File: src/rtl/exe_mem_issue.sv
// rtl/exe_mem_issue.sv - EXE pipeline register with data-SRAM request issue and flush-orphan tracking
`timescale 1ns/1ps

module exe_mem_issue #(
    parameter int PC_W       = 32,
    parameter int MAX_ORPHAN = 3
) (
    input  logic             clk,
    input  logic             reset,
    input  logic             ds2es_valid,
    output logic             es_allowin,
    input  logic [PC_W-1:0]  ds_pc,
    input  logic [7:0]       ds_mem_op,
    input  logic [31:0]      ds_base,
    input  logic [31:0]      ds_offset,
    input  logic [31:0]      ds_st_data,
    input  logic [31:0]      ds_alu_result,
    input  logic             ds_ex,
    input  logic             ms_allowin,
    output logic             es2ms_valid,
    output logic [39+PC_W:0] es2ms_bus,
    input  logic             ms_ex,
    input  logic             wb_ex,
    input  logic             ms_wait_pending,
    output logic             data_sram_req,
    output logic             data_sram_wr,
    output logic [1:0]       data_sram_size,
    output logic [3:0]       data_sram_wstrb,
    output logic [31:0]      data_sram_addr,
    output logic [31:0]      data_sram_wdata,
    input  logic             data_sram_addr_ok,
    input  logic             data_sram_data_ok,
    output logic             data_ok_discard
);

    localparam logic [2:0] LP_MAX = 3'(MAX_ORPHAN);

    // S_FLUSH: request was flushed before addr_ok; req must stay high until accepted
    typedef enum logic [1:0] {
        S_IDLE  = 2'd0,
        S_REQ   = 2'd1,
        S_DONE  = 2'd2,
        S_FLUSH = 2'd3
    } state_t;

    state_t           r_state;
    state_t           w_state_nxt;

    logic             r_es_valid;
    logic [PC_W-1:0]  r_pc;
    logic [7:0]       r_mem_op;
    logic [31:0]      r_base;
    logic [31:0]      r_offset;
    logic [31:0]      r_st_data;
    logic [31:0]      r_alu_result;
    logic             r_ex;

    logic             r_req_wr;
    logic [1:0]       r_req_size;
    logic [3:0]       r_req_wstrb;
    logic [31:0]      r_req_addr;
    logic [31:0]      r_req_wdata;

    logic [1:0]       r_orphan_cnt;

    logic [31:0]      w_addr;
    logic             w_is_byte;
    logic             w_is_half;
    logic             w_is_word;
    logic             w_is_store;
    logic             w_is_mem;
    logic             w_ale;
    logic             w_need_req;
    logic             w_issue_ok;
    logic             w_own_accepted;
    logic             w_ready_go;
    logic             w_handoff;
    logic [1:0]       w_size;
    logic [3:0]       w_wstrb;
    logic [31:0]      w_wdata;
    logic [2:0]       w_inc;
    logic             w_dec;
    logic [2:0]       w_orphan_sum;

    assign w_addr     = r_base + r_offset;
    assign w_is_byte  = r_mem_op[7] | r_mem_op[6] | r_mem_op[2];
    assign w_is_half  = r_mem_op[5] | r_mem_op[4] | r_mem_op[1];
    assign w_is_word  = r_mem_op[3] | r_mem_op[0];
    assign w_is_store = |r_mem_op[2:0];
    assign w_is_mem   = |r_mem_op;
    assign w_ale      = (w_is_half & w_addr[0]) | (w_is_word & (|w_addr[1:0]));

    assign w_need_req = r_es_valid & w_is_mem & ~w_ale & ~r_ex;
    assign w_issue_ok = w_need_req & ~ms_ex & ~wb_ex & (r_orphan_cnt == 2'd0);

    always_comb begin
        w_size  = 2'd2;
        w_wstrb = 4'b1111;
        w_wdata = r_st_data;
        if (w_is_byte) begin
            w_size  = 2'd0;
            w_wstrb = 4'b0001 << w_addr[1:0];
            w_wdata = {4{r_st_data[7:0]}};
        end else if (w_is_half) begin
            w_size  = 2'd1;
            w_wstrb = w_addr[1] ? 4'b1100 : 4'b0011;
            w_wdata = {2{r_st_data[15:0]}};
        end
        if (!w_is_store) begin
            w_wstrb = 4'b0000;
        end
    end

    assign w_own_accepted = (r_state == S_DONE) | ((r_state == S_REQ) & data_sram_addr_ok);
    assign w_ready_go     = (r_state == S_FLUSH) ? 1'b0 : (~w_need_req | w_own_accepted);

    assign es_allowin  = ~r_es_valid | (w_ready_go & ms_allowin);
    assign es2ms_valid = r_es_valid & w_ready_go;
    assign w_handoff   = es2ms_valid & ms_allowin;

    always_comb begin
        w_state_nxt = r_state;
        case (r_state)
            S_IDLE: begin
                if (w_issue_ok) w_state_nxt = S_REQ;
            end
            S_REQ: begin
                if (data_sram_addr_ok) begin
                    if (wb_ex || w_handoff) w_state_nxt = S_IDLE;
                    else                    w_state_nxt = S_DONE;
                end else if (wb_ex) begin
                    w_state_nxt = S_FLUSH;
                end
            end
            S_DONE: begin
                if (wb_ex || w_handoff) w_state_nxt = S_IDLE;
            end
            S_FLUSH: begin
                if (data_sram_addr_ok) w_state_nxt = S_IDLE;
            end
            default: w_state_nxt = S_IDLE;
        endcase
    end

    always_ff @(posedge clk) begin
        if (reset) begin
            r_state <= S_IDLE;
        end else begin
            r_state <= w_state_nxt;
        end
    end

    always_ff @(posedge clk) begin
        if (reset) begin
            r_es_valid   <= 1'b0;
            r_pc         <= '0;
            r_mem_op     <= '0;
            r_base       <= '0;
            r_offset     <= '0;
            r_st_data    <= '0;
            r_alu_result <= '0;
            r_ex         <= 1'b0;
        end else begin
            if (wb_ex) begin
                r_es_valid <= 1'b0;
            end else if (es_allowin) begin
                r_es_valid <= ds2es_valid;
            end
            if (ds2es_valid && es_allowin && !wb_ex) begin
                r_pc         <= ds_pc;
                r_mem_op     <= ds_mem_op;
                r_base       <= ds_base;
                r_offset     <= ds_offset;
                r_st_data    <= ds_st_data;
                r_alu_result <= ds_alu_result;
                r_ex         <= ds_ex;
            end
        end
    end

    // Request fields are snapshotted so they stay stable even after a flush frees the EXE slot
    always_ff @(posedge clk) begin
        if (reset) begin
            r_req_wr    <= 1'b0;
            r_req_size  <= '0;
            r_req_wstrb <= '0;
            r_req_addr  <= '0;
            r_req_wdata <= '0;
        end else if ((r_state == S_IDLE) && w_issue_ok) begin
            r_req_wr    <= w_is_store;
            r_req_size  <= w_size;
            r_req_wstrb <= w_wstrb;
            r_req_addr  <= w_addr;
            r_req_wdata <= w_wdata;
        end
    end

    assign w_inc = {2'b00, wb_ex & ms_wait_pending}
                 + {2'b00, wb_ex & w_own_accepted}
                 + {2'b00, (r_state == S_FLUSH) & data_sram_addr_ok};
    assign w_dec = data_sram_data_ok & (r_orphan_cnt != 2'd0);
    assign w_orphan_sum = {1'b0, r_orphan_cnt} + w_inc - {2'b00, w_dec};

    always_ff @(posedge clk) begin
        if (reset) begin
            r_orphan_cnt <= 2'd0;
        end else if (w_orphan_sum > LP_MAX) begin
            r_orphan_cnt <= LP_MAX[1:0];
        end else begin
            r_orphan_cnt <= w_orphan_sum[1:0];
        end
    end

    always_ff @(posedge clk) begin
        if (!reset) begin
            assert (w_orphan_sum <= LP_MAX) else $error("orphan counter overflow");
        end
    end

    assign data_ok_discard = data_sram_data_ok & (r_orphan_cnt != 2'd0);

    assign data_sram_req   = (r_state == S_REQ) | (r_state == S_FLUSH);
    assign data_sram_wr    = r_req_wr;
    assign data_sram_size  = r_req_size;
    assign data_sram_wstrb = r_req_wstrb;
    assign data_sram_addr  = r_req_addr;
    assign data_sram_wdata = r_req_wdata;

    assign es2ms_bus = {w_need_req, r_mem_op[7:3], w_ale,
                        (w_is_mem ? w_addr : r_alu_result),
                        r_pc, r_ex | w_ale};

endmodule

File: config.mk
export PLATFORM = sky130hd
export DESIGN_NAME = exe_mem_issue
export DESIGN_NICKNAME = d
export VERILOG_FILES = /design/src/rtl/exe_mem_issue.sv
export SDC_FILE = /design/constraint.sdc
export NUM_CORES = 1
export LEC_CHECK = 0
export BUFFER_PORTS_ARGS = -buffer_cell sky130_fd_sc_hd__buf_2
export CAP_MARGIN = 20
export CORE_MARGIN = 2
export CORE_UTILIZATION = 37
export CTS_CLUSTER_SIZE = 12
export DETAILED_ROUTE_END_ITERATION = 8
export PLACE_DENSITY_LB_ADDON = 0.2
export SYNTH_ARGS = -nofsm -noshare
export SYNTH_HDL_FRONTEND = slang
export SYNTH_SLANG_ARGS = --single-unit
File: constraint.sdc
create_clock -name clk -period 3.33 [get_ports clk]
set_input_delay 0.4995 -clock clk [delete_from_list [all_inputs] [get_ports clk]]
set_output_delay 0.4995 -clock clk [all_outputs]
set_load 0.02 [all_outputs]
After elaboration in Yosys (flattened, before gate mapping)
Index checks and enable logic that the tools add are counted.

Register bits after elaboration: 245. Input bits: 178. Output and inout port bits: 147. Logic and storage cells: 93.

Add/sub/neg operators: 5. Magnitude comparators: 1. Equal/unequal tests: 7. Shifts and indexed selects: 1. Mux-type cells: 18. Bitwise operators: 33. Reductions and logical operators: 13.

Operator list (count): $mux 32 (3); $add 32x32->32 (1); $mux 2 (9); $and 1x1->1 (16); $mux 4 (4); $or 1x1->1 (11); $pmux 2 s4 (1); $reduce_or 8->1 (1); $not 1->1 (6); $eq 2x2->1 const B (2); $logic_not 2->1 (2); $ne 2x2->1 const B (2); $reduce_and 4->1 (1); $reduce_or 2->1 (2); $shl 1x2->4 const A (1); $add 2x1->3 (1); $add 2x3->3 (1); $gt 3x2->1 const B (1); $logic_and 1x1->1 (3); $ne 3x3->1 const B (1); $reduce_or 3->1 (1); $sub 3x1->3 (1); $add 1x1->2 (1); $eq 2x1->1 const B (1); 5 further kinds (5).

Logic depth before layout (Yosys ltp)
Gate-level depths: netlist (run 1).

Depth in word-level cells: 16. Mapped depth: 13. Depth with buffers taken out: 11.

Worst setup path before layout (run 1)
OpenSTA, ideal clock, no wires.

Kind: flip-flop to output port. From: register r_base[0]. To: output port es2ms_bus[57]. Arrival time: 2.831 ns. Data required time: 2.830 ns. Setup slack: -0.001 ns. Cell stages (with the launch flop): 12. Path buffers: 0. Cells stage by stage: dfxtp_1 ha_1 inv_1 fa_1 nor2b_1 o21bai_1 a21o_1 a311oi_2 nor2_1 o31ai_1 xnor2_1 o21ai_0.

Cells in the longest elaborated chain, start to end: 2.

RTL lines: from (decl) (line 52) `logic [31:0] r_base;`; from (signal assigned) (line 172) `r_base <= ds_base;`; $add 32x32->32 (line 85) `assign w_addr = r_base + r_offset;`; $mux 32 (line 230) `(w_is_mem ? w_addr : r_alu_result),`; to (decl) (line 21) `output logic [39+PC_W:0] es2ms_bus,`.

No other way between the ends.

Worst setup path in the final report (run 1)
From: register r_base[23]. To: output port es2ms_bus[63].

The elaborated chain is that of the path after synthesis.

==> out/results.tsv, run 1 <==
stage	metric	value	unit
finish	register_area	4910	um^2
clock_tree	clk_pin_slew_worst_paths	60	ps
yosys	synth_xor_area_frac	0.02175	
pwr	pwr-share-seq	0.425	
yosys	synthMuxAreaShare	0.01088	
clock_tree	cts_hold_buf	0	
global_routing	grt_max_degree	111	
outcome	outcome	complete, but fails checks	
outcome	violations	setup timing	
pwr	p_sw	2.045	mW
placement	place.gp.congestion	0.8550	
min_path	min-delay-path-class	in -> reg	
yosys	yosysTopAreaCellShare	0.4351	
yosys	synth_cells	1503	
worst_setup_path	critPathLaunchType	flip-flop	
routing	routed_via_density	5.114	
routing	ant_nets	0	
timing	slew-limit-headroom	0.4900	
clock_tree	clkSinkCount	245	
floorplan	fp.dieW	178.6	um
worst_setup_path	worstPathArrival	3000	ps
yosys	synth_fa_ha_area_frac	0.04306	
finish	syn_to_final_growth	34.20	%
timing	slew_viol_final	0	
clock_tree	cts_buffer_depth	3	
yosys	synthFlopType	dfxtp_1	
yosys	ys_seq_elements	245	
min_path	holdPathStages	3	
yosys	syn_area	11270	um^2
clock_tree	tritoncts	built	
timing	fin_crit	3495	ps
yosys	synth.distinct_cells	64	
timing	skew	14.54	ps
floorplan	die_h	178.6	um
pwr	combPwrFrac	0.160	
finish	fin_nets	2024	
yosys	async_flop_share	0	
clock_tree	htree_num_levels	1	
yosys	syn_nets	1718	
routing	wl_per_cell	16.95	um
finish	layout-drive-gt1-share	0.2902	
pwr	intPower	5.306	mW
placement	post-place-cells	2143	
pwr	power_density	485.9	nW/um^2
routing	vias	11364	
pwr	leakagePower	6.551	nW
yosys	synthTopCellsByCount	525 x nand2_1, 247 x a21oi_1, 245 x dfxtp_1	
floorplan	dieArea	31880	um^2
worst_setup_path	reg2reg_depth	11	
worst_setup_path	criticalPathCategory	reg -> out	
timing	setup_ws	-164.9	ps
global_routing	grtUsageTotal	0.2263	
routing	drc_errors	0	
clock_tree	numCtsBuffers	28	
pwr	clockPowerShare	0.415	
finish	fin_util	0.5077	
placement	dp_hpwl	26490	um
placement	place_ws	8.756	ps
finish	multi_input_area	6394	um^2
global_routing	grt_overflow	0	
pwr	total_power	7.351	mW
yosys	synth_enable_flop_cells	0	
floorplan	io_pins	325	
timing	rsz0062_at_grt	true	
yosys	yosys.area.top_type	dfxtp_1	
finish	design_area	15130	um^2
yosys	yosys-top-cells-area	dfxtp_1 44%, nand2_1 17%, a21oi_1 11%	
clock_tree	clkLatencyLatePin	540	ps
routing	drtIter0Drc	738	
routing	firstDrtPassIters	5	
timing	fin_crit_sh	1.050	
yosys	synth-compound-area-share	0.1957	
worst_setup_path	critPathMaxFanout	7	
pwr	switching_share	0.2782	
placement	placed_area	13360	um^2
floorplan	core	29800	um^2
floorplan	fp-row-count	63	
yosys	ys_seq_area_frac	0.4351	
worst_setup_path	critPathCaptureType	primary output	
yosys	synth.most_common_cell	nand2_1	
worst_setup_path	required	2830	ps
placement	io_buffer_count	324	
timing	hold_violations	0	
pwr	ir_drop	353.0	uV
timing	setup_viol	16	
job	maxCapViolCount	0	
timing	worst_pin_slew	765.0	ps
global_routing	grt_pass1_vias	10599	
finish	final_cells	2222	
floorplan	start_util	0.3783	
global_routing	grt_antenna_before_repair	6	
global_routing	grt_pass1_wl	57390	um
yosys	synth_top_family_by_area	simple AND/OR/NAND/NOR gates	
yosys	ys_warn_count	0	
yosys	synth-simple-area-share	0.2433	
clock_tree	cts_root_buffer	clkbuf_16	
routing	drt-total-wl	37670	um
finish	fill_cells	2978	
timing	max_freq	286.1	MHz
yosys	syn_area_per_cell	7.501	um^2
-- metrics by stage --
stage | hold WS [ps] | setup TNS [ps]
after floorplan | 433.2 | 0
after global placement | 439.4 | 0
after detailed placement | 444.2 | 0
after CTS | 168.2 | -2630
after global routing | 181.5 | -4142
final | 196.9 | -1585
-- critical path, stage by stage, from the launching register on --
cell	delay, ps
dfxtp_1	320
ha_1	300
buf_4	190
nand4_1	210
buf_4	200
inv_1	60
nand3_1	110
nor3_1	320
o21ai_4	120
nand4_1	190
nand2b_4	60
o21ai_2	210
buf_6	160
-- cell usage in the layout (no fill, tap or decap), types with 8 or more instances in the layout --
master	synthesis	final
a21o_1	22	22
ha_1	34	16
a211oi_1	20	15
buf_4	9	59
buf_12	0	12
xor2_1	14	9
dfxtp_1	245	241
nand2_1	525	515
buf_6	0	11
buf_2	36	307
o21ai_1	1	10
nand4_1	10	10
ha_4	0	11
a311o_1	8	8
nand2_2	0	9
clkbuf_1	61	9
clkbuf_16	0	29
xnor2_1	14	10
mux2i_1	10	10
o21ai_0	33	18
nor2_1	67	63
a311oi_1	8	8
nand3_1	20	18
a21oi_1	247	238
inv_1	16	15
-- timing repair --
item                       in CTS  in global routing
pin swaps                      25                 38
resized for setup              80                 67
setup endpoints to repair      24                 23
setup buffers                  19                 10
-- power by group through the flow --
stage          Sequential, mW  Clock, mW  Combinational (mW)
2_1_floorplan            3.19          0               0.635
3_3_place_gp             3.18          0                1.07
3_5_place_dp             3.18          0                1.08
4_1_cts                  3.12       3.13                1.13
5_1_grt                  3.14       3.25                1.28
6_report                 3.13       3.05                1.17
-- sequential cells by signal, summed over array words and instances (netlist names) --
signal and count:
data_sram_addr 32, data_sram_wdata 32, r_alu_result 32, r_base 32, r_offset 32, r_pc 32, r_st_data 32, r_mem_op 8
data_sram_wstrb 4, data_sram_size 2, r_orphan_cnt 2, r_state 2, data_sram_wr 1, r_es_valid 1, r_ex 1
-- path summary, 6_finish.rpt --
| check | startpoint | to | slack, ps |
|---|---|---|---|
| setup / recovery | r_base[23] | es2ms_bus[63] | -160 |
| hold / removal | ds_offset[22] | r_offset[22] | 200 |
| setup reg to reg | r_base[0] | data_sram_addr[20] | 340 |
| hold reg to reg | data_sram_addr[11] | data_sram_addr[11] | 450 |
-- cells by family (layout without fill, tap and decap cells) --
| group | after synthesis | count (layout) |
|---|---|---|
| fa+ha+maj | 37 | 37 |
| xor+xnor | 28 | 28 |
| flops | 245 | 245 |
| mux | 12 | 12 |
| compound gates | 379 | 379 |
| other cells | 0 | 2 |
| buf+inv | 130 | 457 |
| simple gates | 672 | 672 |
-- area by class of cell --
cell class / instances / area share
diodes: 2 / 0.0003308
clock buffers: 44 / 0.05566
clock inverters: 7 / 0.004797
inverters: 16 / 0.003970
multi-input cells: 1128 / 0.4226
flip-flops and latches: 245 / 0.3245
well taps: 390 / 0.03226
repair buffers: 390 / 0.1558
-- layer usage --
layer	part of all wire	up-vias	track usage
met1	0.44	5245	0.3031
li1	-	5659	-
met3	0.079	53	0.04923
met5	0.0011	-	0
met4	0.022	6	0.05793
met2	0.46	401	0.3690
Note: power is estimated with default switching activity, not from simulation.
==> run 2: changes to the inputs <==
--- a/config.mk
+++ b/config.mk
@@ -8,7 +8,7 @@
 export BUFFER_PORTS_ARGS = -buffer_cell sky130_fd_sc_hd__buf_2
 export CAP_MARGIN = 20
 export CORE_MARGIN = 2
-export CORE_UTILIZATION = 37
+export CORE_UTILIZATION = 40
 export CTS_CLUSTER_SIZE = 12
 export DETAILED_ROUTE_END_ITERATION = 8
 export PLACE_DENSITY_LB_ADDON = 0.2
==> run 2 against run 1 <==
Compared with the run above:
- clock power increased by 8.9%
- count of clock-buffer cells in the layout is 5 lower
- the run still ends with setup timing left
- sequential power about the same
- largest cell class unchanged
- global-route usage is 1.0 points higher
- combinational power about the same
==> out/results.tsv, run 2 (synthesized netlist as in run 1, its figures left out) <==
stage	metric	value	unit
routing	drc_errors	0	
job	maxCapViolCount	0	
worst_setup_path	criticalPathCategory	reg -> out	
timing	skew	20.59	ps
timing	rsz0062_at_grt	true	
pwr	power_density	498.9	nW/um^2
clock_tree	cts_root_buffer	clkbuf_16	
worst_setup_path	path_cells	ha_4 -> inv_2 -> fa_2 -> nor2b_2 -> o21bai_1 -> a21o_1 -> buf_4 -> buf_6 -> buf_6 -> nand2_4 -> a21oi_4 -> o21bai_1 -> xor2_1 -> mux2_4 -> buf_6	
timing	setup_ws	-308.2	ps
timing	hold_violations	0	
timing	worst_pin_slew	731.9	ps
finish	final_cell_mix	521 x nand2_1, 306 x buf_2, 238 x dfxtp_1	
timing	fin_crit_sh	1.093	
worst_setup_path	path_delay_family	compound AO/OA/AOI/OAI gates	
global_routing	grt_pass1_vias	10700	
worst_setup_path	worstPathArrival	3140	ps
worst_setup_path	critPathMaxFanout	3	
clock_tree	cts_buffer_depth	3	
clock_tree	tritoncts	built	
timing	setup_tns	-3458	ps
timing	setup_viol	19	
clock_tree	clkSinkCount	245	
routing	drt-total-wl	36890	um
clock_tree	numCtsBuffers	29	
worst_setup_path	cpMaxStageDelayCell	fa_2	
pwr	leakagePower	6.647	nW
worst_setup_path	required	2830	ps
finish	fin_nets	2023	
global_routing	grtUsageTotal	0.2367	
finish	layout-drive-gt1-share	0.2925	
floorplan	dieArea	29540	um^2
global_routing	grt_overflow	0	
floorplan	io_pins	325	
worst_setup_path	critPathCaptureType	primary output	
clock_tree	htree_num_levels	1	
floorplan	die_h	171.9	um
routing	drtIter0Drc	776	
timing	max_freq	274.9	MHz
timing	fin_crit	3638	ps
timing	holdWs	181.2	ps
clock_tree	clk_pin_slew_worst_paths	60	ps
floorplan	core	27780	um^2
routing	routed_via_density	5.180	
pwr	ir_drop	456.5	uV
routing	firstDrtPassIters	5	
worst_setup_path	cp_common_cell	buf_6	
placement	dp_hpwl	25330	um
outcome	violations	setup timing	
routing	ant_nets	0	
worst_setup_path	slowest_delay	370	ps
worst_setup_path	path_buf_inv	5	
floorplan	fp-row-count	61	
placement	io_buffer_count	324	
routing	wl_per_cell	16.69	um
clock_tree	clkLatencyLatePin	550	ps
global_routing	grt_max_degree	108	
finish	syn_to_final_growth	35.24	%
timing	slew_viol_final	0	
outcome	outcome	complete, but fails checks	
floorplan	fp.dieW	171.9	um
placement	place.gp.congestion	0.8893	
routing	vias	11447	
global_routing	grt_antenna_before_repair	3	
timing	slew-limit-headroom	0.5121	
finish	final_common_cell	nand2_1	
floorplan	start_util	0.4058	
worst_setup_path	critPathLaunchType	flip-flop	
global_routing	grt_pass1_wl	56290	um
min_path	min-delay-path-class	in -> reg	
-- run 2: path summary, 6_finish.rpt --
path / startpoint / slack, ps / to / cells after the start
max: r_offset[0] / -310 / es2ms_bus[47] / 15
min: ds_pc[14] / 180 / r_pc[14] / 3
max reg2reg: r_offset[0] / 330 / data_sram_wdata[23] / 10
min reg2reg: data_sram_wdata[31] / 450 / data_sram_wdata[31] / 2
-- run 2: layout make-up --
class	count	area, um^2
diodes	3	7.507
clock buffers	39	823.3
clock inverters	13	182.7
fillers	2743	12540
inverters	16	60.06
multi-input cells	1128	6434
flip-flops and latches	245	4913
well taps	378	473.0
repair buffers	388	2352
-- run 2: worst reg2reg max path: cells and delay by family (launching register included) --
family / cells / cell delay (ps)
and+or+nand+nor: 4 / 960
adders and majority gates: 2 / 720
AOI/OAI and AO/OA: 2 / 610
DFF: 1 / 350
buffers and inverters: 2 / 270
-- run 2: repair_timing --
action	in CTS	in global routing
buffers inserted	22	12
endpoints found under the setup margin	23	24
gates resized for setup	95	63
pin swaps	27	32
hold buffers	0	0
-- run 2: layer usage --
metal,global-route usage,vias up,part of all wire
met3,0.06546,42,0.087
met5,0,-,0
li1,-,5654,-
met2,0.3918,415,0.47
met4,0.06650,0,0.020
met1,0.3028,5336,0.43
-- run 2: report_power, final --
group	internal, mW	switching (mW)
logic	0.450	0.712
clock network	2.04	1.28
registers	3.05	0.0808
total	5.53	2.07
-- run 2: per-stage QoR --
stage                     worst slack [ps]  cells  power, mW  utilization  cell area (um^2)
after floorplan                      144.7   1503      3.828            -             11270
after global placement               28.33   2125      4.232       0.4786             13300
after detailed placement            -1.801   2125      4.243       0.4786             13300
after CTS                           -230.5   2199      7.628       0.5363             14900
after global routing                -437.8   2209      7.911       0.5487             15240
final                               -308.2   2210      7.606       0.5488             15250
==> run 3: changes to the inputs <==
==> constraint.sdc (replaced) <==
create_clock -name clk -period 3.33 [get_ports clk]
set_input_delay 0.4995 -clock clk [delete_from_list [all_inputs] [get_ports clk]]
set_output_delay 0.4995 -clock clk [all_outputs]
set_load 0.005 [all_outputs]
==> run 3 against run 2 <==
Compared with the run above:
- the flow still finishes with violations (setup timing)
- hold slack improved by 26 ps
- die area did not move
- register-to-register slack improved by 20 ps
- wire length fell by 0.65%
- final cell count fell by 0.32%
- critical path type unchanged
- largest cell class unchanged
- largest power group is now sequential cells
- highest routed layer is now met5
==> out/results.tsv, run 3 (synthesized netlist as in run 1, its figures left out) <==
stage	metric	value	unit
timing	worst_pin_slew	769.4	ps
worst_setup_path	criticalPathCategory	reg -> out	
timing	skew	10.04	ps
pwr	power_density	469.9	nW/um^2
pwr	switching_share	0.2694	
worst_setup_path	r2r_start	r_offset[0]	
global_routing	grtUsageTotal	0.2383	
min_path	worstHoldStart	ds_base[11]	
global_routing	use_met3	0.05791	
pwr	pwr-share-seq	0.449	
global_routing	grt_antenna_before_repair	4	
worst_setup_path	critPathLaunchType	flip-flop	
clock_tree	cts_root_buffer	clkbuf_16	
clock_tree	clkSinkCount	245	
finish	syn_to_final_growth	31.59	%
worst_setup_path	startpoint	r_base[0]	
finish	fill_cells	2732	
pwr	combPwrFrac	0.146	
worst_setup_path	critPathCaptureType	primary output	
pwr	clockPowerShare	0.406	
finish	fin_util	0.5340	
min_path	min-delay-path-class	in -> reg	
timing	fin_crit	3488	ps
timing	setup_viol	15	
routing	ant_nets	0	
placement	placed_area	13210	um^2
pwr	total_power	6.971	mW
global_routing	met1_usage	0.3132	
pwr	leakagePower	6.481	nW
routing	drtIter0Drc	785	
placement	io_buffer_count	324	
floorplan	io_pins	325	
clock_tree	htree_num_levels	1	
floorplan	dieArea	29540	um^2
clock_tree	cts_buffer_depth	3	
outcome	violations	setup timing	
clock_tree	numCtsBuffers	27	
global_routing	grt_max_degree	107	
timing	slew_viol_final	0	
global_routing	grt_pass1_wl	56380	um
placement	place.gp.congestion	0.9206	
finish	fin_nets	2021	
routing	vias	11371	
global_routing	busiest_layer	met2	
global_routing	gr-usage-met2	0.3972	
finish	final_common_cell	nand2_1	
placement	dp_hpwl	25270	um
timing	slew-limit-headroom	0.4870	
timing	setup_tns	-1292	ps
pwr	intPower	5.093	mW
worst_setup_path	critPathMaxFanout	3	
pwr	p_sw	1.878	mW
placement	place_ws	-28.16	ps
floorplan	core	27780	um^2
finish	layout-drive-gt1-share	0.2820	
floorplan	die_h	171.9	um
routing	firstDrtPassIters	6	
clock_tree	tritoncts	built	
routing	drt-total-wl	36660	um
finish	final_cell_mix	522 x nand2_1, 322 x buf_2, 238 x dfxtp_1	
clock_tree	clkLatencyLatePin	520	ps
finish	final_cells	2203	
global_routing	grt_pass1_vias	10624	
routing	wl_per_cell	16.64	um
timing	hold_violations	0	
clock_tree	clk_pin_slew_worst_paths	60	ps
job	maxCapViolCount	0	
worst_setup_path	required	2830	ps
global_routing	grt_overflow	0	
routing	drc_errors	0	
floorplan	start_util	0.4058	
floorplan	fp-row-count	61	
outcome	outcome	complete, but fails checks	
finish	design_area	14830	um^2
timing	fin_crit_sh	1.047	
timing	setup_ws	-158.1	ps
timing	max_freq	286.7	MHz
floorplan	fp.dieW	171.9	um
routing	routed_via_density	5.162	
placement	post-place-cells	2124	
worst_setup_path	worstPathArrival	2990	ps
pwr	ir_drop	328.4	uV
timing	holdWs	207.1	ps
timing	rsz0062_at_grt	true	
run 3: cell types whose count changed in the layout (fill, tap and decap cells not counted), sizes merged:
| cell | change |
|---|---|
| clkinvlp | -1 |
| bufinv | -3 |
| clkinv | -1 |
| inv | -1 |
| diode | -1 |
run 3: repair_timing:
| action | 4_1_cts | 5_1_grt |
|---|---|---|
| hold endpoints to repair | 0 | 0 |
| buffers inserted | 26 | 11 |
| hold buffers | 0 | 0 |
| pin swaps | 27 | 34 |
| endpoints found under the setup margin | 20 | 24 |
| gates resized for setup | 82 | 43 |
run 3: area by class of cell:
class / instances / area, um^2 / share of cell area
Timing Repair Buffer: 388 / 2233 / 0.1506
Inverter: 16 / 60.06 / 0.004049
Clock buffer: 39 / 750.7 / 0.05061
Sequential cell: 245 / 4913 / 0.3312
Antenna cell: 2 / 5.005 / 0.0003374
Multi-Input combinational cell: 1128 / 6331 / 0.4268
Clock inverter: 7 / 67.56 / 0.004555
Tap cell: 378 / 473.0 / 0.03188
run 3: critical path, cell delays in order (launching register included):
cell and delay (ps):
dfxtp_2 350, ha_4 140, inv_2 30, fa_2 350
nor2b_2 140, o21bai_1 90, a21o_1 240, buf_4 150
buf_6 110, nand2_4 70, a21oi_4 70, o21bai_1 190
xor2_1 240, mux2_4 200, buf_6 90
run 3: per-layer routing:
metal	wire (um)	vias up
met5	22	-
met4	794	4
met3	2990	54
met2	16970	389
met1	15880	5270
li1	-	5654
run 3: path summary, 6_finish.rpt:
| check | end | slack, ps | depth (start not counted) |
|---|---|---|---|
| setup / recovery | es2ms_bus[47] | -160 | 14 |
| hold / removal | r_base[11] | 210 | 3 |
| setup reg to reg | r_base[14] | 350 | 12 |
| hold reg to reg | data_sram_addr[21] | 450 | 2 |
run 3: power by group through the flow:
stage,clock network [mW],registers [mW],logic (mW)
finish,2.83,3.13,1.02
global route,3.01,3.14,1.14
CTS,2.89,3.12,0.996
detailed placement,0,3.18,0.953
global placement,0,3.18,0.946
floorplan,0,3.16,0.567
